==> config.mk <==
export PLATFORM = sky130hd
export DESIGN_NAME = idma_desc64_submit_arb
export DESIGN_NICKNAME = d
export VERILOG_FILES = /design/src/rtl/idma_desc64_submit_arb.sv
export SDC_FILE = /design/constraint.sdc
export NUM_CORES = 1
export LEC_CHECK = 0
export CORE_MARGIN = 8
export CORE_UTILIZATION = 37
export CTS_CLUSTER_DIAMETER = 60
export DETAILED_ROUTE_END_ITERATION = 8
export GPL_ROUTABILITY_DRIVEN = 0
export PLACE_DENSITY = 0.88
export SLEW_MARGIN = 20
export SYNTH_ARGS = -nofsm -noshare
export SYNTH_HDL_FRONTEND = slang
export SYNTH_SLANG_ARGS = --single-unit
==> constraint.sdc <==
create_clock -name clk_i -period 3.65 [get_ports clk_i]
set_clock_uncertainty 0.2 [all_clocks]
set_input_delay 1.095 -clock clk_i [delete_from_list [all_inputs] [get_ports clk_i]]
set_output_delay 1.095 -clock clk_i [all_outputs]
set_load 0.02 [all_outputs]
==> src/rtl/idma_desc64_submit_arb.sv <==
// Round-robin arbiter sharing the descriptor-address submission port of the
// 64-bit descriptor frontend; an in-order ID FIFO routes completions back.
module idma_desc64_submit_arb #(
  parameter int unsigned NumReq    = 4,
  parameter int unsigned AddrWidth = 64,
  parameter int unsigned IdDepth   = 8
) (
  input  logic                                clk_i,
  input  logic                                rst_i,
  input  logic [NumReq-1:0]                   req_valid_i,
  input  logic [NumReq-1:0][AddrWidth-1:0]    req_addr_i,
  output logic [NumReq-1:0]                   req_ready_o,
  output logic                                desc_addr_valid_o,
  output logic [AddrWidth-1:0]                desc_addr_o,
  input  logic                                desc_addr_ready_i,
  input  logic                                desc_done_i,
  output logic [NumReq-1:0]                   req_done_o,
  output logic [$clog2(IdDepth+1)-1:0]        outstanding_o,
  output logic                                busy_o,
  output logic                                err_o
);

  localparam int unsigned IdxW = $clog2(NumReq);
  localparam int unsigned PtrW = $clog2(IdDepth);
  localparam int unsigned CntW = $clog2(IdDepth + 1);
  localparam logic [CntW-1:0] FullCnt = CntW'(IdDepth);

  logic                 valid_q;
  logic [AddrWidth-1:0] addr_q;
  logic [IdxW-1:0]      last_q;
  logic [IdxW-1:0]      fifo_q [IdDepth];
  logic [PtrW-1:0]      wr_ptr_q;
  logic [PtrW-1:0]      rd_ptr_q;
  logic [CntW-1:0]      count_q;
  logic [NumReq-1:0]    done_q;
  logic                 err_q;

  logic            out_free;
  logic            id_space;
  logic            found;
  logic [IdxW-1:0] winner;
  logic            grant;
  logic            pop;

  // Returns {found, index} of the first valid requester strictly after last.
  function automatic logic [IdxW:0] pick(input logic [NumReq-1:0] v,
                                         input logic [IdxW-1:0]   last);
    logic [IdxW:0] r;
    int            idx;
    r = '0;
    for (int i = NumReq; i >= 1; i--) begin
      idx = (int'(last) + i) % NumReq;
      if (v[idx[IdxW-1:0]]) begin
        r = {1'b1, idx[IdxW-1:0]};
      end else begin
        r = r;
      end
    end
    return r;
  endfunction

  assign out_free = ~valid_q | desc_addr_ready_i;
  assign id_space = (count_q < FullCnt) | desc_done_i;
  assign {found, winner} = pick(req_valid_i, last_q);
  assign grant = out_free & id_space & found;
  assign pop   = desc_done_i & (count_q != '0);

  always_comb begin
    req_ready_o = '0;
    if (grant) begin
      req_ready_o = NumReq'(1) << winner;
    end else begin
      req_ready_o = '0;
    end
  end

  // A simultaneous push and pop at full is legal: the write slot equals the
  // read slot, and the read below still sees the old entry.
  always_ff @(posedge clk_i) begin
    if (rst_i) begin
      valid_q  <= 1'b0;
      addr_q   <= '0;
      last_q   <= IdxW'(NumReq - 1);
      wr_ptr_q <= '0;
      rd_ptr_q <= '0;
      count_q  <= '0;
      done_q   <= '0;
      err_q    <= 1'b0;
    end else begin
      if (grant) begin
        valid_q          <= 1'b1;
        addr_q           <= req_addr_i[winner];
        last_q           <= winner;
        fifo_q[wr_ptr_q] <= winner;
        wr_ptr_q         <= wr_ptr_q + PtrW'(1);
      end else if (desc_addr_ready_i) begin
        valid_q <= 1'b0;
      end else begin
        valid_q <= valid_q;
      end

      if (pop) begin
        done_q   <= NumReq'(1) << fifo_q[rd_ptr_q];
        rd_ptr_q <= rd_ptr_q + PtrW'(1);
      end else begin
        done_q <= '0;
      end

      if (grant && !pop) begin
        count_q <= count_q + CntW'(1);
      end else if (pop && !grant) begin
        count_q <= count_q - CntW'(1);
      end else begin
        count_q <= count_q;
      end

      if (desc_done_i && (count_q == '0)) begin
        err_q <= 1'b1;
      end else begin
        err_q <= err_q;
      end
    end
  end

  assign desc_addr_valid_o = valid_q;
  assign desc_addr_o       = addr_q;
  assign req_done_o        = done_q;
  assign outstanding_o     = count_q;
  assign busy_o            = valid_q | (count_q != '0);
  assign err_o             = err_q;

endmodule

==> results.md, run 1 <==
* Outcome: completed
* Initial antenna violation count at 1
* IO Count at 343
* Peak VDD IR at 0.324 mV
* Leakage Power at 3.58 nW
* Cells on worst reg2reg path at 12
* GR Util met1 at 25.4%
* Yosys top cell by area: dfxtp_1
* Clock power frac at 19.0%
* Switch Pwr at 0.00184 W
* Crit Path Max Fanout at 4
* CTS Buffer Depth at 2
* Port Buf Inserts at 342
* First-pass GRT wire length at 33800 µm
* Yosys warning total at 0
* RSZ-0062 raised after global routing: no
* First drt pass iteration count at 6
* Most used cell, CP: buf_4
* GRT overflow at 0
* Post-synth EDFFs at 16
* HPWL Detailed at 17600 µm
* Clk_lat worst skew at 0.34 ns
* Cell Int Power at 0.00307 W
* Share of cells above drive strength 1 at 10.5%
* Path type of the worst setup path: in -> out
* CTS Hold Buffers Added at 0
* Clk root buf: clkbuf_16
* PwrDens at 523 nW/µm²
* Via count of the first global-routing pass at 6275
* Global route hottest layer: met2
* Nets@finish at 1183
* Synth cell types at 39
* Met3 Use GR at 7.58%
* Main combinational cell family by area after synthesis: simple AND/OR/NAND/NOR gates
* Hold WC Path Type: reg -> reg
* Largest net degree at the start of global routing at 77
* Crit path DAT at 2.32 ns
* CP Data Required Time at 2.35 ns
* Area of the core at 14300 µm²
* Syn Nets at 848
* Final WS setup at 0.0332 ns
* Die area at 18500 µm²
* Max_slew headroom at 31.0%
* RR Endpoint: outstanding_o[3]
* Synth Area in Adders at 1.55%
* Post-Syn Area at 5340 µm²
* Post-DRT Antenna Nets at 0
* Hold path startpoint: desc_addr_o[33]
* DP Worst Slack at -0.748 ns
* Filler cells at 1124
* CP endpoint kind: output port
* Post-Syn Area per Cell at 9.24 µm²
* Sequential element share of the synthesized area at 40.9%
* Fmax at 276 MHz
* WHS Endpoint: desc_addr_o[33]
* Ys async rst share at 0%
* Syn-to-layout area delta at 76.0%
* # setup viols final at 0
* Compound-cell area share of the yosys netlist at 14.8%
* H-Tree Level Count at 3
* Clk sinks at 101
* Register area at 2180 µm²
* Die height at 136 µm
* Switch share at 37.4%
* Post-Syn Instances at 578
* Starting Density at 37.3%
* Worst-path cell chain: clkdlybuf4s15_1 -> or2_1 -> a311oi_2 -> buf_4 -> nor3_2 -> buf_4
* Post-route minimum period at 3.62 ns
* R2r startpoint: desc_addr_valid_o
* Post-synth top flop: dfxtp_1
* Routed vias at 5999
* Hold depth at 2
* Simple-gate portion of the synthesized area at 22.0%
* Vias per cell at 5.44
* Final design utilization at 65.7%
* DRT iter0 DRCs at 410
* Max Cap Violations at 0
* Logic pwr share at 48.8%
* CTS tree: built
* Num rows at 44
* Die Span X at 136 µm
* Yosys top cell area share at 31.9%
* Top post-synthesis cells by area: dfxtp_1 (32%), mux2i_1 (13%), nand3_1 (12%), edfxtp_1 (9.0%), o2111ai_1 (7.2%)
* Final Slew Violations at 0
* Worst-margin pin slew at 1.04 ns
* Num CTS Buffers at 9
* DRC Markers at 0
* Period utilization at 99.1%
* Setup_tns at 0 ns
* Startpoint types: input port
* FF+latch count, synth at 101
* Met2 Use GR at 41.3%
* Global Route Usage Sum at 23.3%
* Detailed Route WL at 22400 µm
* Worst-path clk slew at 0.07 ns
* Worst path max stage delay at 0.34 ns
* Final Hold Fails at 0
* Post-synthesis mux area share at 14.6%
* Drt wl/cell at 20.3 µm
* Post-Synth XOR/XNOR Area at 0.984%
* Register share of total power at 32.2%
* Setup slack, reg-to-reg at 0.87 ns
* Slowest stage cell, crit path: a311oi_2
* Multi-input gate area at 2930 µm²
## stage by stage
| step | hold WS, ns | area [µm²] | instances | power [W] |
|---|---|---|---|---|
| after floorplan | 0.262 | 5350 | 578 | 0.00283 |
| after global placement | 0.242 | 9100 | 1084 | 0.00394 |
| after detailed placement | 0.249 | 9100 | 1084 | 0.00399 |
| after CTS | 0.269 | 9400 | 1101 | 0.00495 |
| after global routing | 0.288 | 9400 | 1102 | 0.00518 |
| final | 0.269 | 9400 | 1102 | 0.00491 |
## layout by cell type, fill, tap and decap left out, drive strengths merged, types with 2 or more instances in the layout
cell           synthesis  layout
a21oi                  8       8
buf                   29      40
clkbuf                25      12
clkdlybuf4s50          0     332
clkinv                 1       3
dfxtp                 85      85
dlygate4sd2            0       2
edfxtp                16      16
ha                     5       5
inv                    5       8
mux2i                 68      68
mux4                   4       4
nand2                 73      73
nand2b                 6       6
nand3                128     128
nor2                  30      30
nor3                   3       3
nor3b                  2       2
nor4                   3       3
nor4b                  2       2
o2111ai               64      64
o21ai                  2       2
or3                    3       3
xnor2                  3       3
xor2                   3       3
## critical path, delay by kind of cell
family | cells | cell delay (ns)
simple gates | 2 | 0.29
buf+inv | 3 | 0.60
compound gates | 1 | 0.34
## layout make-up
type	instances	area share (%)
Antenna cell	1	0.0266
Clock buffer	9	2.40
Clock inverter	6	0.599
Inverter	6	0.253
Multi-Input combinational cell	417	31.2
Sequential cell	101	23.2
Tap cell	184	2.45
Timing Repair Buffer	378	39.8
## power by group through the flow
stage	clock network [W]	registers, W	logic, W
after floorplan	0	0.00184	0.000989
after global routing	0.000999	0.00161	0.00257
final	0.000935	0.00158	0.00240
after CTS	0.000957	0.00158	0.00241
after global placement	0	0.00159	0.00235
after detailed placement	0	0.00160	0.00239
## layer usage
metal / up-vias / routed length [µm]
li1: 2825 / -
met1: 2873 / 8230
met2: 260 / 11500
met3: 41 / 1920
met4: 0 / 682
met5: - / 0
## state kept, by name, indices dropped and copies added, names as in the netlist, named ones only
register and cells:
req_done_o 4, last_q 2, wr_ptr_q 3, err_o 1
desc_addr_valid_o 1, rd_ptr_q 3, fifo_q 16, outstanding_o 4
desc_addr_o 64
## worst max-delay path by stage
stage | start | to | slack [ns] | cells after the start
final | req_valid_i[0] | req_ready_o[1] | 0.03 | 6
after detailed placement | req_valid_i[3] | req_ready_o[0] | -0.75 | 7
after floorplan | req_valid_i[1] | req_ready_o[2] | 0.04 | 4
after global placement | req_valid_i[3] | req_ready_o[0] | -0.66 | 7
after global routing | req_valid_i[0] | req_ready_o[1] | 0.02 | 6
after CTS | req_valid_i[1] | req_ready_o[0] | -0.03 | 7
## synthesized netlist by cell type, types with 2 or more instances
library cell and number:
mux4_2 4, o2111ai_2 20, buf_2 24, nor4b_1 2
inv_1 4, nor3_1 3, xnor2_1 3, buf_4 5
nand2_1 73, nor4_1 3, dfxtp_1 85, nor2_1 29
ha_1 5, clkbuf_1 25, mux2i_1 68, nand3_1 128
xor2_1 3, o2111ai_1 44, a21oi_1 8, or3_1 3
edfxtp_1 16, nand2b_1 6
## repair_timing
action	4_1_cts	5_1_grt
gates resized for setup	32	10
endpoints found under the setup margin	5	4
pin swaps	6	3
buffers inserted	2	0
## cells by family (layout without fill, tap and decap cells)
| group | count (synthesis) | after routing |
|---|---|---|
| AOI/OAI and AO/OA | 79 | 79 |
| other | 0 | 1 |
| xor gates and xnor gates | 6 | 6 |
| and+or+nand+nor | 253 | 253 |
| adders and majority gates | 6 | 6 |
| buffers and inverters | 60 | 399 |
| DFF | 101 | 101 |
| muxes | 73 | 73 |
(Power assumes the default switching activity.)
==> run 2, diff against run 1 <==
--- a/config.mk
+++ b/config.mk
@@ -10,7 +10,7 @@
 export CTS_CLUSTER_DIAMETER = 60
 export DETAILED_ROUTE_END_ITERATION = 8
 export GPL_ROUTABILITY_DRIVEN = 0
-export PLACE_DENSITY = 0.88
+export PLACE_DENSITY = 0.83
 export SLEW_MARGIN = 20
 export SYNTH_ARGS = -nofsm -noshare
 export SYNTH_HDL_FRONTEND = slang
==> run 2 against run 1 <==
  * Die area did not move
  * Highest routed layer unchanged
  * Cell area increased by 1.9%
  * Clock power increased by 2%
  * Setup slack got worse by 0.028 ns
  * Critical endpoint is now req_ready_o[2]
  * First-iteration DRC count fell by 9.3%
  * Via count up 0.78%
==> results.md, run 2 (synthesized netlist as in run 1, its figures left out) <==
* Outcome: completed (unchanged)
* Crit Path Max Fanout at 5 (was 4)
* H-Tree Level Count at 3 (unchanged)
* PwrDens at 521 nW/µm² (was 523 nW/µm²)
* Via count of the first global-routing pass at 6223 (was 6275)
* Final Slew Violations at 0 (unchanged)
* First drt pass iteration count at 5 (was 6)
* Drt wl/cell at 20.2 µm (was 20.3 µm)
* Vias per cell at 5.38 (was 5.44)
* RR Endpoint: outstanding_o[3] (unchanged)
* Max Cap Violations at 0 (unchanged)
* Hold depth at 2 (unchanged)
* CP Data Required Time at 2.35 ns (about the same)
* HPWL Detailed at 17200 µm (was 17600 µm)
* Die area at 18500 µm² (unchanged)
* Path type of the worst setup path: in -> out (unchanged)
* Num CTS Buffers at 9 (unchanged)
* Crit path DAT at 2.35 ns (was 2.32 ns)
* Starting Density at 37.3% (unchanged)
* Cells on worst reg2reg path at 13 (was 12)
* Commonest non-fill, non-tap cell in the layout: clkdlybuf4s50_1 (unchanged)
* Global Route Usage Sum at 23.6% (was 23.3%)
* Cell Int Power at 0.00312 W (was 0.00307 W)
* Period utilization at 99.9% (was 99.1%)
* Leakage Power at 3.69 nW (was 3.58 nW)
* R2r startpoint: desc_addr_valid_o (unchanged)
* Share of cells above drive strength 1 at 12.7% (was 10.5%)
* Peak VDD IR at 0.263 mV (was 0.324 mV)
* Largest net degree at the start of global routing at 85 (was 77)
* DP Worst Slack at -0.678 ns (was -0.748 ns)
* RSZ-0062 raised after global routing: yes (was no)
* Syn-to-layout area delta at 79.4% (was 76.0%)
* IO Count at 343 (unchanged)
* # setup viols final at 0 (unchanged)
* First-pass GRT wire length at 34000 µm (was 33800 µm)
* Switch share at 37.5% (was 37.4%)
* GRT overflow at 0 (unchanged)
* Final WS setup at 0.00535 ns (was 0.0332 ns)
* DRC Markers at 0 (unchanged)
* Clock power frac at 19.1% (was 19.0%)
* Clk root buf: clkbuf_16 (unchanged)
* Fmax at 274 MHz (was 276 MHz)
* Final design utilization at 66.9% (was 65.7%)
* Detailed Route WL at 22700 µm (was 22400 µm)
* Worst-margin pin slew at 0.833 ns (was 1.04 ns)
* Post-DRT Antenna Nets at 0 (unchanged)
* CTS tree: built (unchanged)
* Final Hold Fails at 0 (unchanged)
* Most frequent cells in the layout: clkdlybuf4s50_1 (332), nand3_1 (128), dfxtp_1 (85), nand2_1 (72), mux2i_1 (68) (unchanged)
* Post-route minimum period at 3.64 ns (was 3.62 ns)
* Hold path startpoint: desc_addr_o[24] (was desc_addr_o[33])
* Port Buf Inserts at 342 (unchanged)
* Area of the core at 14300 µm² (unchanged)
* CTS Buffer Depth at 2 (unchanged)
* Die height at 136 µm (unchanged)
* Register share of total power at 31.6% (was 32.2%)
* Nets@finish at 1202 (was 1183)
* Startpoint types: input port (unchanged)
* Setup slack, reg-to-reg at 0.70 ns (was 0.87 ns)
* Clk sinks at 101 (unchanged)
* Initial antenna violation count at 3 (was 1)
* Number of flip-flops under the largest register name at 64 (unchanged)
* Routed vias at 6046 (was 5999)
* Die Span X at 136 µm (unchanged)
* DRT iter0 DRCs at 372 (was 410)
* Clk_lat worst skew at 0.35 ns (was 0.34 ns)
* Worst-path clk slew at 0.07 ns (about the same)
* Logic pwr share at 49.3% (was 48.8%)
* Num rows at 44 (unchanged)
* CP endpoint kind: output port (unchanged)
* Switch Pwr at 0.00187 W (was 0.00184 W)
* WHS Endpoint: desc_addr_o[24] (was desc_addr_o[33])
* Hold WC Path Type: reg -> reg (unchanged)
* Max_slew headroom at 44.5% (was 31.0%)
## run 2: changes by cell type in the layout (fill, tap and decap cells not counted), sizes merged
| cell | previous run | this run |
|---|---|---|
| clkbuf | 12 | 10 |
| buf | 40 | 61 |
| inv | 8 | 10 |
| diode | 1 | 3 |
| clkinv | 3 | 2 |
## run 2: how the worst max path moves through the flow
| stage | from | end | slack (ns) |
|---|---|---|---|
| floorplan | req_valid_i[1] | req_ready_o[2] | 0.04 |
| global placement | req_valid_i[1] | req_ready_o[2] | -0.60 |
| detailed placement | req_valid_i[1] | req_ready_o[3] | -0.68 |
| CTS | req_valid_i[3] | req_ready_o[0] | 0.0001 |
| global route | req_valid_i[2] | req_ready_o[3] | -0.04 |
| finish | req_valid_i[1] | req_ready_o[2] | 0.005 |
## run 2: worst max-delay path, stage by stage
cell and delay (ns):
buf_2 0.14, or2_1 0.25, a311oi_2 0.37, buf_4 0.18, nand2_2 0.06, nor2_1 0.10, buf_4 0.15
## run 2: area by class of cell
class	count	area, µm²
Clock inverter	7	63.8
Multi-Input combinational cell	417	2940
Tap cell	184	230
Antenna cell	3	7.51
Timing Repair Buffer	397	3900
Clock buffer	9	225
Inverter	6	23.8
Fill cell	1156	4740
Sequential cell	101	2180
## run 2: repair_timing
item | CTS | global route
gates resized for setup | 33 | 13
setup buffers | 21 | 2
endpoints found under the hold margin | 0 | 0
pin swaps | 8 | 7
endpoints found under the setup margin | 5 | 22
hold buffers | 0 | 0
## run 2: power groups by stage
| stage | sequential, W | combinational (W) | clock (W) |
|---|---|---|---|
| floorplan | 0.00184 | 0.000989 | 0 |
| global placement | 0.00159 | 0.00234 | 0 |
| detailed placement | 0.00160 | 0.00238 | 0 |
| CTS | 0.00158 | 0.00244 | 0.000977 |
| global route | 0.00161 | 0.00263 | 0.00102 |
| finish | 0.00158 | 0.00246 | 0.000954 |
## run 2: stage by stage
stage          cells  hold slack, ns  total power, W  instance area, µm²  setup TNS, ns
2_1_floorplan    578           0.262         0.00283                5350              0
3_3_place_gp    1082           0.243         0.00394                9080          -7.48
3_5_place_dp    1082           0.251         0.00398                9080          -8.98
4_1_cts         1119           0.269         0.00500                9540              0
5_1_grt         1124           0.295         0.00526                9580        -0.0708
6_report        1124           0.268         0.00499                9580              0
## run 2: routing by layer
layer  vias to the layer above  global-route usage, %  part of all wire [%]
met3                        51                   8.09                   9.1
met2                       258                   40.3                    51
met1                      2871                   25.6                    36
li1                       2866                      -                     -
met5                         -                      0                     0
met4                         0                   11.5                   3.6
==> run 3, diff against run 2 <==
--- a/config.mk
+++ b/config.mk
@@ -5,6 +5,7 @@
 export SDC_FILE = /design/constraint.sdc
 export NUM_CORES = 1
 export LEC_CHECK = 0
+export CAP_MARGIN = 5
 export CORE_MARGIN = 8
 export CORE_UTILIZATION = 37
 export CTS_CLUSTER_DIAMETER = 60
==> results of run 3 <==
No change in the layout: final DEF, timing and power equal those of run 2.
